<file path="src/rtl/fetch_pkg.sv">
// Shared definitions for the instruction fetch block: FSM state encoding,
// the word-alignment mask and the default bus wait limit.
package fetch_pkg;

    typedef enum logic [1:0] {
        IDLE    = 2'd0,
        REQUEST = 2'd1,
        HOLD    = 2'd2,
        DRAIN   = 2'd3
    } fetch_state_t;

    // Low pc bits that must be zero for a word-aligned fetch
    localparam logic [1:0] ALIGN_MASK = 2'b11;

    // Cycles a read may wait for busReady before it is abandoned
    localparam int DEFAULT_TIMEOUT_CYCLES = 255;

endpackage

</file>
<file path="src/rtl/fetch_timeout_counter.sv">
// Bus wait counter for the instruction fetch block. Counts cycles while a
// read is outstanding and flags expiry on the last allowed cycle, so the FSM
// can leave on the same edge. Only instantiated when FETCH_TIMEOUT_EN is set.
module fetch_timeout_counter #(
    parameter int TIMEOUT_CYCLES = 255
) (
    input  logic clk,
    input  logic reset,
    input  logic clear,
    input  logic enable,
    output logic expired
);

    localparam int CNT_W = (TIMEOUT_CYCLES < 2) ? 1 : $clog2(TIMEOUT_CYCLES + 1);
    localparam logic [CNT_W-1:0] LAST = CNT_W'(TIMEOUT_CYCLES - 1);

    logic [CNT_W-1:0] count;

    // Count wait cycles; clearing on state entry takes priority over counting
    always_ff @(posedge clk) begin
        if (!reset) begin
            count <= '0;
        end else if (clear) begin
            count <= '0;
        end else if (enable) begin
            count <= count + 1'b1;
        end
    end

    // Expiry is asserted during the final permitted wait cycle
    always_comb begin
        expired = enable && (count == LAST);
    end

endmodule

</file>
<file path="src/rtl/instruction_fetch.sv">
// Instruction fetch: reads one word per request from the CPU bus at the
// address presented on pc and holds it for the decoder until accepted.
// Optional feature: define FETCH_TIMEOUT_EN to abandon reads that wait
// TIMEOUT_CYCLES cycles without busReady and raise the sticky busError flag.
module instruction_fetch
    import fetch_pkg::*;
#(
    parameter int ADDR_WIDTH     = 32,
    parameter int DATA_WIDTH     = 32,
    parameter int TIMEOUT_CYCLES = DEFAULT_TIMEOUT_CYCLES
) (
    input  logic                  clk,
    input  logic                  reset,
    input  logic [ADDR_WIDTH-1:0] pc,
    input  logic                  fetchStart,
    input  logic                  flush,
    output logic [ADDR_WIDTH-1:0] busAddress,
    output logic                  busReadRequest,
    input  logic                  busReady,
    input  logic [DATA_WIDTH-1:0] busDataIn,
    output logic [DATA_WIDTH-1:0] instruction,
    output logic                  instructionValid,
    input  logic                  instructionReady,
    output logic                  busy,
    output logic                  misaligned,
    output logic                  busError
);

    if (TIMEOUT_CYCLES < 1) begin : g_bad_timeout
        $error("instruction_fetch: TIMEOUT_CYCLES must be at least 1");
    end

    fetch_state_t state;
    fetch_state_t next_state;

    logic pc_aligned;
    logic fetch_taken;
    logic accept_fetch;
    logic reject_fetch;
    logic capture;
    logic timeout_hit;

    assign pc_aligned = ((pc[1:0] & ALIGN_MASK) == 2'b00);

    // State register
    always_ff @(posedge clk) begin
        if (!reset) begin
            state <= IDLE;
        end else begin
            state <= next_state;
        end
    end

    // Next-state logic; busReady beats timeout, and flush beats any new fetch
    always_comb begin
        next_state = state;
        case (state)
            IDLE: begin
                if (fetchStart && !flush && pc_aligned) begin
                    next_state = REQUEST;
                end
            end
            REQUEST: begin
                if (busReady) begin
                    next_state = flush ? IDLE : HOLD;
                end else if (timeout_hit) begin
                    next_state = IDLE;
                end else if (flush) begin
                    next_state = DRAIN;
                end
            end
            HOLD: begin
                if (flush) begin
                    next_state = IDLE;
                end else if (instructionReady) begin
                    next_state = (fetchStart && pc_aligned) ? REQUEST : IDLE;
                end
            end
            DRAIN: begin
                if (busReady || timeout_hit) begin
                    next_state = IDLE;
                end
            end
            default: next_state = IDLE;
        endcase
    end

    // Output/control decode: when a fetch request is taken, when bus data is kept
    always_comb begin
        fetch_taken  = fetchStart && !flush &&
                       ((state == IDLE) || ((state == HOLD) && instructionReady));
        accept_fetch = fetch_taken && pc_aligned;
        reject_fetch = fetch_taken && !pc_aligned;
        capture      = (state == REQUEST) && busReady && !flush;
        busy         = (state != IDLE);
    end

    // Registered bus and decoder-side outputs, one cycle behind the decision
    always_ff @(posedge clk) begin
        if (!reset) begin
            busAddress       <= '0;
            instruction      <= '0;
            busReadRequest   <= 1'b0;
            instructionValid <= 1'b0;
            misaligned       <= 1'b0;
        end else begin
            if (accept_fetch) begin
                busAddress <= pc;
            end
            if (capture) begin
                instruction <= busDataIn;
            end
            busReadRequest   <= (next_state == REQUEST) || (next_state == DRAIN);
            instructionValid <= (next_state == HOLD);
            if (accept_fetch) begin
                misaligned <= 1'b0;
            end else if (reject_fetch) begin
                misaligned <= 1'b1;
            end
        end
    end

`ifdef FETCH_TIMEOUT_EN
    logic timer_run;
    logic timer_clear;
    logic timer_expired;

    assign timer_run   = (state == REQUEST) || (state == DRAIN);
    assign timer_clear = ((next_state == REQUEST) && (state != REQUEST)) ||
                         ((next_state == DRAIN) && (state != DRAIN));
    assign timeout_hit = timer_expired && !busReady;

    fetch_timeout_counter #(
        .TIMEOUT_CYCLES(TIMEOUT_CYCLES)
    ) u_timeout (
        .clk    (clk),
        .reset  (reset),
        .clear  (timer_clear),
        .enable (timer_run),
        .expired(timer_expired)
    );

    // Sticky timeout flag, cleared by the next accepted fetch
    always_ff @(posedge clk) begin
        if (!reset) begin
            busError <= 1'b0;
        end else if (accept_fetch) begin
            busError <= 1'b0;
        end else if (timeout_hit) begin
            busError <= 1'b1;
        end
    end
`else
    assign timeout_hit = 1'b0;
    assign busError    = 1'b0;
`endif

endmodule

</file>
<file path="config.mk">
export PLATFORM = sky130hd
export DESIGN_NAME = instruction_fetch
export DESIGN_NICKNAME = d
export VERILOG_FILES = /design/src/rtl/fetch_pkg.sv /design/src/rtl/fetch_timeout_counter.sv /design/src/rtl/instruction_fetch.sv
export SDC_FILE = /design/constraint.sdc
export NUM_CORES = 1
export LEC_CHECK = 0
export CAP_MARGIN = 0
export CORE_ASPECT_RATIO = 0.8
export CORE_MARGIN = 10
export CORE_UTILIZATION = 39
export CTS_CLUSTER_SIZE = 30
export DETAILED_ROUTE_END_ITERATION = 12
export PLACE_DENSITY = 0.84
export SLEW_MARGIN = 20
export SYNTH_ARGS = -nofsm -noshare
export SYNTH_HDL_FRONTEND = slang
export SYNTH_HIERARCHICAL = 1
export SYNTH_SLANG_ARGS = --single-unit
</file>
<file path="constraint.sdc">
create_clock -name clk -period 5.7 [get_ports clk]
set_clock_uncertainty 0.2 [all_clocks]
set_input_delay 0.855 -clock clk [delete_from_list [all_inputs] [get_ports clk]]
set_output_delay 0.855 -clock clk [all_outputs]
set_load 0.005 [all_outputs]
</file>
# [After elaboration in Yosys (flattened, before gate mapping)]
# Cells that the tools add are included.
[word_totals] wordCells=39 reg_bits=69
[op_classes] muxes=9 n_reduce_logical=17 eq_ne=6 bitwise_logic=1
[op_table] cell="$mux W2" count=7
[op_table] cell="$logic_and A1 B1 Y1" count=9
[op_table] cell="$eq A2 B2 Y1 const B" count=4
[op_table] cell="$pmux W2 S4" count=1
[op_table] cell="$eq A2 B1 Y1 const B" count=2
[op_table] cell="$logic_not A2 Y1" count=2
[op_table] cell="$logic_not A1 Y1" count=2
[op_table] cell="$logic_or A1 B1 Y1" count=2
[op_table] cell="$reduce_bool A2 Y1" count=1
[op_table] cell="$reduce_or A2 Y1" count=1
[op_table] cell="$mux W1" count=1
[op_table] cell="$not A1 Y1" count=1

# [Depth between registers and ports, before layout]
# Gate-level depths: netlist of the first run.
[logic_depth] word_depth=8 depth_mapped=5

# [Worst setup path before layout of the first run]
# No wires, ideal clock.
[synth_path] path_kind="input to register" from="input flush" to="register busAddress[10]" required_time_ns=5.428 path_buffers=1 setup_slack_ns=3.368 setup_time_ns=0.072 arrival_ns=2.060 stages=4 path_cell_list="or3b_1 nor4_4 buf_6 mux2i_1"
[synth_via] elab_chain_cells=4
[synth_rtl] item="from (decl)" line_no="instruction_fetch.sv:16" text="input logic flush,"
[synth_rtl] item="$logic_not A1 Y1" line_no="instruction_fetch.sv:90" text="fetch_taken = fetchStart && !flush &&"
[synth_rtl] item="$logic_and A1 B1 Y1 (2 in a row)" line_no="instruction_fetch.sv:90"
[synth_rtl] item="$logic_and A1 B1 Y1" line_no="instruction_fetch.sv:92" text="accept_fetch = fetch_taken && pc_aligned;"
[synth_rtl] item="to (signal assigned)" line_no="instruction_fetch.sv:108" text="busAddress <= pc;"
[synth_rtl] item="to (decl)" line_no="instruction_fetch.sv:17" text="output logic [ADDR_WIDTH-1:0] busAddress,"
# Every way passes these cells.
# A chain may end at the register's enable or synchronous reset.

# [Final worst setup path of the first run]
[layout_path] from="input flush" to="register misaligned"
[layout_via] elab_chain_cells=5
[layout_rtl] item="$logic_not A1 Y1 *" line_no="instruction_fetch.sv:90"
[layout_rtl] item="$logic_and A1 B1 Y1 * (2 in a row)" line_no="instruction_fetch.sv:90"
[layout_rtl] item="$logic_and A1 B1 Y1" line_no="instruction_fetch.sv:92"
[layout_rtl] item="$reduce_or A2 Y1 (no line)"
[layout_rtl] item="to (signal assigned)" line_no="instruction_fetch.sv:105" text="misaligned <= 1'b0;"
[layout_rtl] item="to (signal assigned)" line_no="instruction_fetch.sv:116" text="misaligned <= 1'b0;"
[layout_rtl] item="to (signal assigned)" line_no="instruction_fetch.sv:118" text="misaligned <= 1'b1;"
[layout_rtl] item="to (decl)" line_no="instruction_fetch.sv:25" text="output logic misaligned,"
# Every way passes the cells marked *; elsewhere a longest branch is shown, timed or not.

==> flow_summary_export.csv, run 1 <==
group,metric,value,unit
timing,hold_viol_final,0,
logic_synthesis,syn_area,2656,µm²
floorplanning,core-area,6506,µm²
placed_design,dp_hpwl,5.833,mm
logic_synthesis,synth_warnings,6,
global_routing,grt_pass1_wl,12.28,mm
global_routing,grt_antenna_before_repair,0,
timing,hold_ws,0.2551,ns
floorplanning,die_area,10530,µm²
logic_synthesis,synth_area_leader_cell,"dfxtp_1",
setup_path,slowest_stage,"clkdlybuf4s50_1",
layout,n_antenna_cell,0,
timing,fin_crit,2.833,ns
drt,wirelength,7.850,mm
power_and_ir_drop,vdd_ir_drop_max,0.1205,mV
global_routing,first_global_vias,2399,
drt,antenna_left,0,
setup_path,critPathTopFamily,"buffers and inverters",
logic_synthesis,yosys.cell_count.top_type,"nand2_1",
logic_synthesis,syn-num-nets,370,
logic_synthesis,synth_common_cells,"nand2_1 (125), dfxtp_1 (68), a21boi_0 (32)",
logic_synthesis,postSynth.asyncResetShare,0,
clocking,post_cts_buffers,0,
timing,fin_tns_setup,0,ns
clocking,clk_pin_slew,0.07,ns
global_routing,grt_max_degree,100,
logic_synthesis,syn_inst,300,
layout,nFillCells,554,
placed_design,port-buffer-count,137,
power_and_ir_drop,power.leakage,1.491,nW
setup_path,worstSetupPathType,"input pin to register",
layout,area_growth,60.48,%
timing,worst_pin_slew,0.8520,ns
timing,setup_viol,0,
layout,layout-drive-gt1-share,0.04850,
clocking,htreeDepth,3,
drt,first_iter_violations,133,
timing,grt_setup_unrepaired,"no",
clocking,hold_buffers,0,
setup_path,worst_path_largest_cell_delay,0.55,ns
floorplanning,initial_utilization,0.4083,
timing,maxSlewHeadroom,0.4320,
floorplanning,rows,26,
timing,fmaxAchievable,353.0,MHz
drt,drc,0,
clocking,cts-root-buf,"clkbuf_8",
setup_path,crit_chain,"clkdlybuf4s50_1, or3b_1, nor4_4, buf_4, and3b_1",
clocking,cts_made_buffers,9,
timing,slew_violations,0,
setup_path,crit_path_end_kind,"register",
logic_synthesis,synth_area_leaders,"dfxtp_1 (51%), nand2_1 (18%), mux2i_1 (12%)",
setup_path,worstPathMaxFanout,35,
drt,firstDrtPassIters,4,
placed_design,gp_congestion,0.7324,
worst_hold_path,hp-class,"register to register",
logic_synthesis,ys_seq_area_frac,0.5125,
clocking,clkLatencyLatePin,0.33,ns
floorplanning,io_pins,139,
layout,layout.nets,499,
drt,via_per_inst,4.594,
drt,via_count,2375,
logic_synthesis,synth_edf_count,0,
logic_synthesis,synth_cell_types,23,
setup_path,worst_ep_required_time,5.72,ns
logic_synthesis,yosysTopAreaCellShare,0.5125,
setup_path,path_buf_inv,2,
floorplanning,dieWidth,112.3,µm
drt,avgRoutedWirePerCell,15.18,µm
status,status,"completed",
floorplanning,dieHeight,93.82,µm
clocking,tritoncts,"done",
clocking,numClockSinks,68,
global_routing,track_usage,0.1430,
setup_path,cp.arrival,2.85,ns
clocking,cts_resized,0,
flow_run,maxCapViolCount,0,
logic_synthesis,synth_ff_type,"dfxtp_1",
logic_synthesis,synth_seq_cells,68,
global_routing,overflow,0,
logic_synthesis,avgSynthCellArea,8.854,µm²
setup_path,crit_path_start_kind,"input pin",
clocking,clockBufferDepth,2,
timing,timing.final.crit_share,0.4970,
power_and_ir_drop,p_per_area,230.8,nW/µm²
## cell usage in the layout (no fill, tap or decap)
cell type        instances
nand4bb_1                1
nor4bb_4                 1
or3b_1                   1
nor3_1                   1
nand2_1                125
clkbuf_1                 2
clkbuf_8                12
and3b_1                  4
o21a_1                   1
o21bai_1                 1
a21oi_1                  1
o211ai_1                 1
or2_2                    1
nor4_4                   1
nor2b_1                  2
bufinv_16                1
conb_1                   1
o21ai_0                  1
dfxtp_1                 68
buf_4                    4
clkdlybuf4s50_1        136
buf_2                    1
nor2_1                   2
nor4b_1                  1
a21boi_0                32
mux2i_1                 31
## state kept, by name (all words and copies together), names as in the netlist
register	count
busAddress	32
instruction	32
state	2
instructionValid	1
misaligned	1
## path summary, 6_finish.rpt
check	from	to	slack [ns]	depth (start not counted)
worst min-delay path	busAddress[2]	busAddress[2]	0.26	2
worst max register to register	state[0]	misaligned	3.57	4
worst max-delay path	flush	misaligned	2.87	5
worst min register to register	busAddress[2]	busAddress[2]	0.26	2
## logic make-up (layout without fill, tap and decap cells)
family,Yosys count,after routing,share of synthesized area
AO/OA/AOI/OAI,37,37,0.1027
buffers and inverters,23,156,0.04239
flip-flops,68,68,0.5125
multiplexers,31,31,0.1168
other,1,1,0.001412
AND/OR/NAND/NOR,140,140,0.2242
## worst register-to-register path: stages (launching register included)
cell	delay, ns
dfxtp_1	0.39
or3b_1	0.46
nor4_4	0.23
buf_4	0.49
and3b_1	0.26
## metal layers
layer,GRT usage,share of wire
met1,0.1539,0.40
met2,0.2322,0.48
met3,0.07216,0.088
met4,0.06540,0.032
met5,0,0
## per-stage QoR
stage | utilization | worst slack (ns) | total power, mW | instance area (µm²) | instances
after floorplan | - | 3.368 | 0.5270 | 2656 | 300
after global placement | 0.6240 | 2.591 | 0.5921 | 4060 | 502
after detailed placement | 0.6240 | 2.533 | 0.5938 | 4060 | 502
after CTS | 0.6552 | 2.874 | 1.001 | 4263 | 517
after global routing | 0.6552 | 2.773 | 1.027 | 4263 | 517
final | 0.6552 | 2.867 | 0.9839 | 4263 | 517
## power by group
part	switching [mW]	leakage (nW)	internal, mW
Combinational	0.0317	0.840	0.0653
Sequential	0.00383	0.549	0.482
Clock	0.165	0.103	0.236
Total	0.201	1.49	0.783
## area by class of cell
| class | count | area, µm² | area share |
|---|---|---|---|
| clock buffers | 14 | 172.7 | 0.04050 |
| clock inverters | 1 | 30.03 | 0.007044 |
| multi-input cells | 209 | 1197 | 0.2809 |
| flip-flops and latches | 68 | 1361 | 0.3193 |
| well taps | 84 | 105.1 | 0.02466 |
| repair buffers | 141 | 1396 | 0.3276 |
Note: power is estimated with default switching activity, not from simulation.
==> inputs of run 2 (changes only) <==
--- a/config.mk
+++ b/config.mk
@@ -8,10 +8,10 @@
 export CAP_MARGIN = 0
 export CORE_ASPECT_RATIO = 0.8
 export CORE_MARGIN = 10
-export CORE_UTILIZATION = 39
+export CORE_UTILIZATION = 35
 export CTS_CLUSTER_SIZE = 30
 export DETAILED_ROUTE_END_ITERATION = 12
-export PLACE_DENSITY = 0.84
+export PLACE_DENSITY = 0.8
 export SLEW_MARGIN = 20
 export SYNTH_ARGS = -nofsm -noshare
 export SYNTH_HDL_FRONTEND = slang
==> constraint.sdc (replaced) <==
create_clock -name clk -period 2.6 [get_ports clk]
set_clock_uncertainty 0.2 [all_clocks]
set_input_delay 0.39 -clock clk [delete_from_list [all_inputs] [get_ports clk]]
set_output_delay 0.39 -clock clk [all_outputs]
set_load 0.005 [all_outputs]
==> run 2 against run 1 <==
  * Sequential power increased by 120%
  * Critical endpoint is now busy
  * Core utilization fell by 6.6 points
  * Final cell count increased by 4.8%
  * Largest cell class unchanged
  * Die area up 9.1%
  * First-iteration DRC count shrank 52%
==> flow_summary_export.csv, run 2 (synthesized netlist as in run 1, its figures left out) <==
group,metric,value,unit
status,status,"completed",
floorplanning,die_area,11500,µm²
setup_path,worstPathMaxFanout,8,
drt,drc,0,
drt,avgRoutedWirePerCell,14.75,µm
timing,setup_viol,0,
clocking,cts_made_buffers,9,
layout,multiInputGateArea,1197,µm²
clocking,tritoncts,"done",
power_and_ir_drop,vdd_ir_drop_max,0.2525,mV
drt,via_count,2444,
setup_path,worst_r2r_startpoint,"state[0]",
power_and_ir_drop,power.leakage,1.526,nW
timing,fin_tns_setup,0,ns
setup_path,cp.arrival,1.52,ns
drt,antenna_left,0,
power_and_ir_drop,p_per_area,527.8,nW/µm²
layout,layout_common_cells,"clkdlybuf4s50_1 (136), nand2_1 (125), dfxtp_1 (68)",
setup_path,crit_start,"state[1]",
floorplanning,rows,28,
placed_design,gp_congestion,0.7170,
layout,nFillCells,656,
floorplanning,core-area,7392,µm²
clocking,cts-root-buf,"clkbuf_8",
worst_hold_path,hp-class,"register to register",
layout,area_growth,63.87,%
clocking,post_cts_buffers,0,
global_routing,grt_pass1_wl,12.65,mm
floorplanning,dieWidth,117.4,µm
layout,n_antenna_cell,0,
layout,final_common_cell,"clkdlybuf4s50_1",
placed_design,dp_cells,526,
timing,maxSlewHeadroom,0.5738,
layout,stdcell_count,542,
drt,firstDrtPassIters,4,
floorplanning,io_pins,139,
clocking,htreeDepth,3,
drt,first_iter_violations,64,
timing,worst_pin_slew,0.6392,ns
global_routing,grt_antenna_before_repair,0,
clocking,clockBufferDepth,2,
drt,wirelength,7.992,mm
floorplanning,dieHeight,97.92,µm
clocking,clk_pin_slew,0.07,ns
floorplanning,initial_utilization,0.3593,
layout,layout.nets,502,
global_routing,first_global_vias,2478,
layout,reg_top3,"busAddress: 32 flops, instruction: 32 flops, state: 2 flops",
global_routing,grt_max_degree,43,
drt,via_per_inst,4.509,
setup_path,crit_path_end_kind,"output pin",
clocking,cts_resized,0,
clocking,numClockSinks,68,
timing,fmaxAchievable,474.1,MHz
clocking,hold_buffers,0,
setup_path,ff2ff_setup_slack,0.61,ns
flow_run,maxCapViolCount,0,
timing,timing.final.crit_share,0.8112,
layout,seqCellArea,1361,µm²
timing,slew_violations,0,
setup_path,crit_path_start_kind,"register",
setup_path,worst_ep_required_time,2.01,ns
global_routing,track_usage,0.1351,
timing,hold_viol_final,0,
clocking,clkLatencyLatePin,0.33,ns
worst_hold_path,hold_start,"busAddress[12]",
setup_path,worstSetupPathType,"register to output pin",
timing,grt_setup_unrepaired,"no",
layout,layout-drive-gt1-share,0.05721,
placed_design,dp_hpwl,6.137,mm
timing,fin_crit,2.109,ns
global_routing,overflow,0,
placed_design,port-buffer-count,137,
-- run 2: power by group --
part	switching, mW	total, mW	internal [mW]
sequential	0.00838	1.06	1.06
clock	0.380	1.01	0.635
combinational	0.0717	0.219	0.147
total	0.460	2.30	1.84
-- run 2: area by class of cell --
cell class / count / area share
multi-input cells: 209 / 0.2751
clock inverters: 5 / 0.02300
flip-flops and latches: 68 / 0.3127
repair buffers: 144 / 0.3288
well taps: 105 / 0.03018
clock buffers: 11 / 0.03018
-- run 2: through the flow --
stage / worst slack [ns] / hold slack [ns] / power, mW / instance area [µm²] / util
after floorplan: 0.7289 / 0.2511 / 1.155 / 2656 / -
after global placement: 0.2619 / 0.2417 / 1.303 / 4121 / 0.5575
after detailed placement: 0.2272 / 0.2527 / 1.308 / 4121 / 0.5575
after CTS: 0.4536 / 0.2651 / 2.328 / 4353 / 0.5889
after global routing: 0.4179 / 0.2819 / 2.387 / 4353 / 0.5889
final: 0.4909 / 0.2616 / 2.297 / 4353 / 0.5889
-- run 2: final timing paths --
| check | endpoint | cells after the start |
|---|---|---|
| setup / recovery | busy | 2 |
| hold / removal | busAddress[12] | 2 |
| setup reg to reg | misaligned | 4 |
| hold reg to reg | busAddress[12] | 2 |
-- run 2: critical path: stages, from the launching register on --
cell and delay, ns:
dfxtp_1 0.40, or2_2 0.32, clkdlybuf4s50_1 0.47
-- run 2: per-layer routing --
metal	GRT usage	vias up	share of wire
li1	-	1230	-
met1	0.1361	1126	0.39
met2	0.2435	77	0.52
met3	0.05351	11	0.070
met4	0.05860	0	0.017
met5	0	-	0
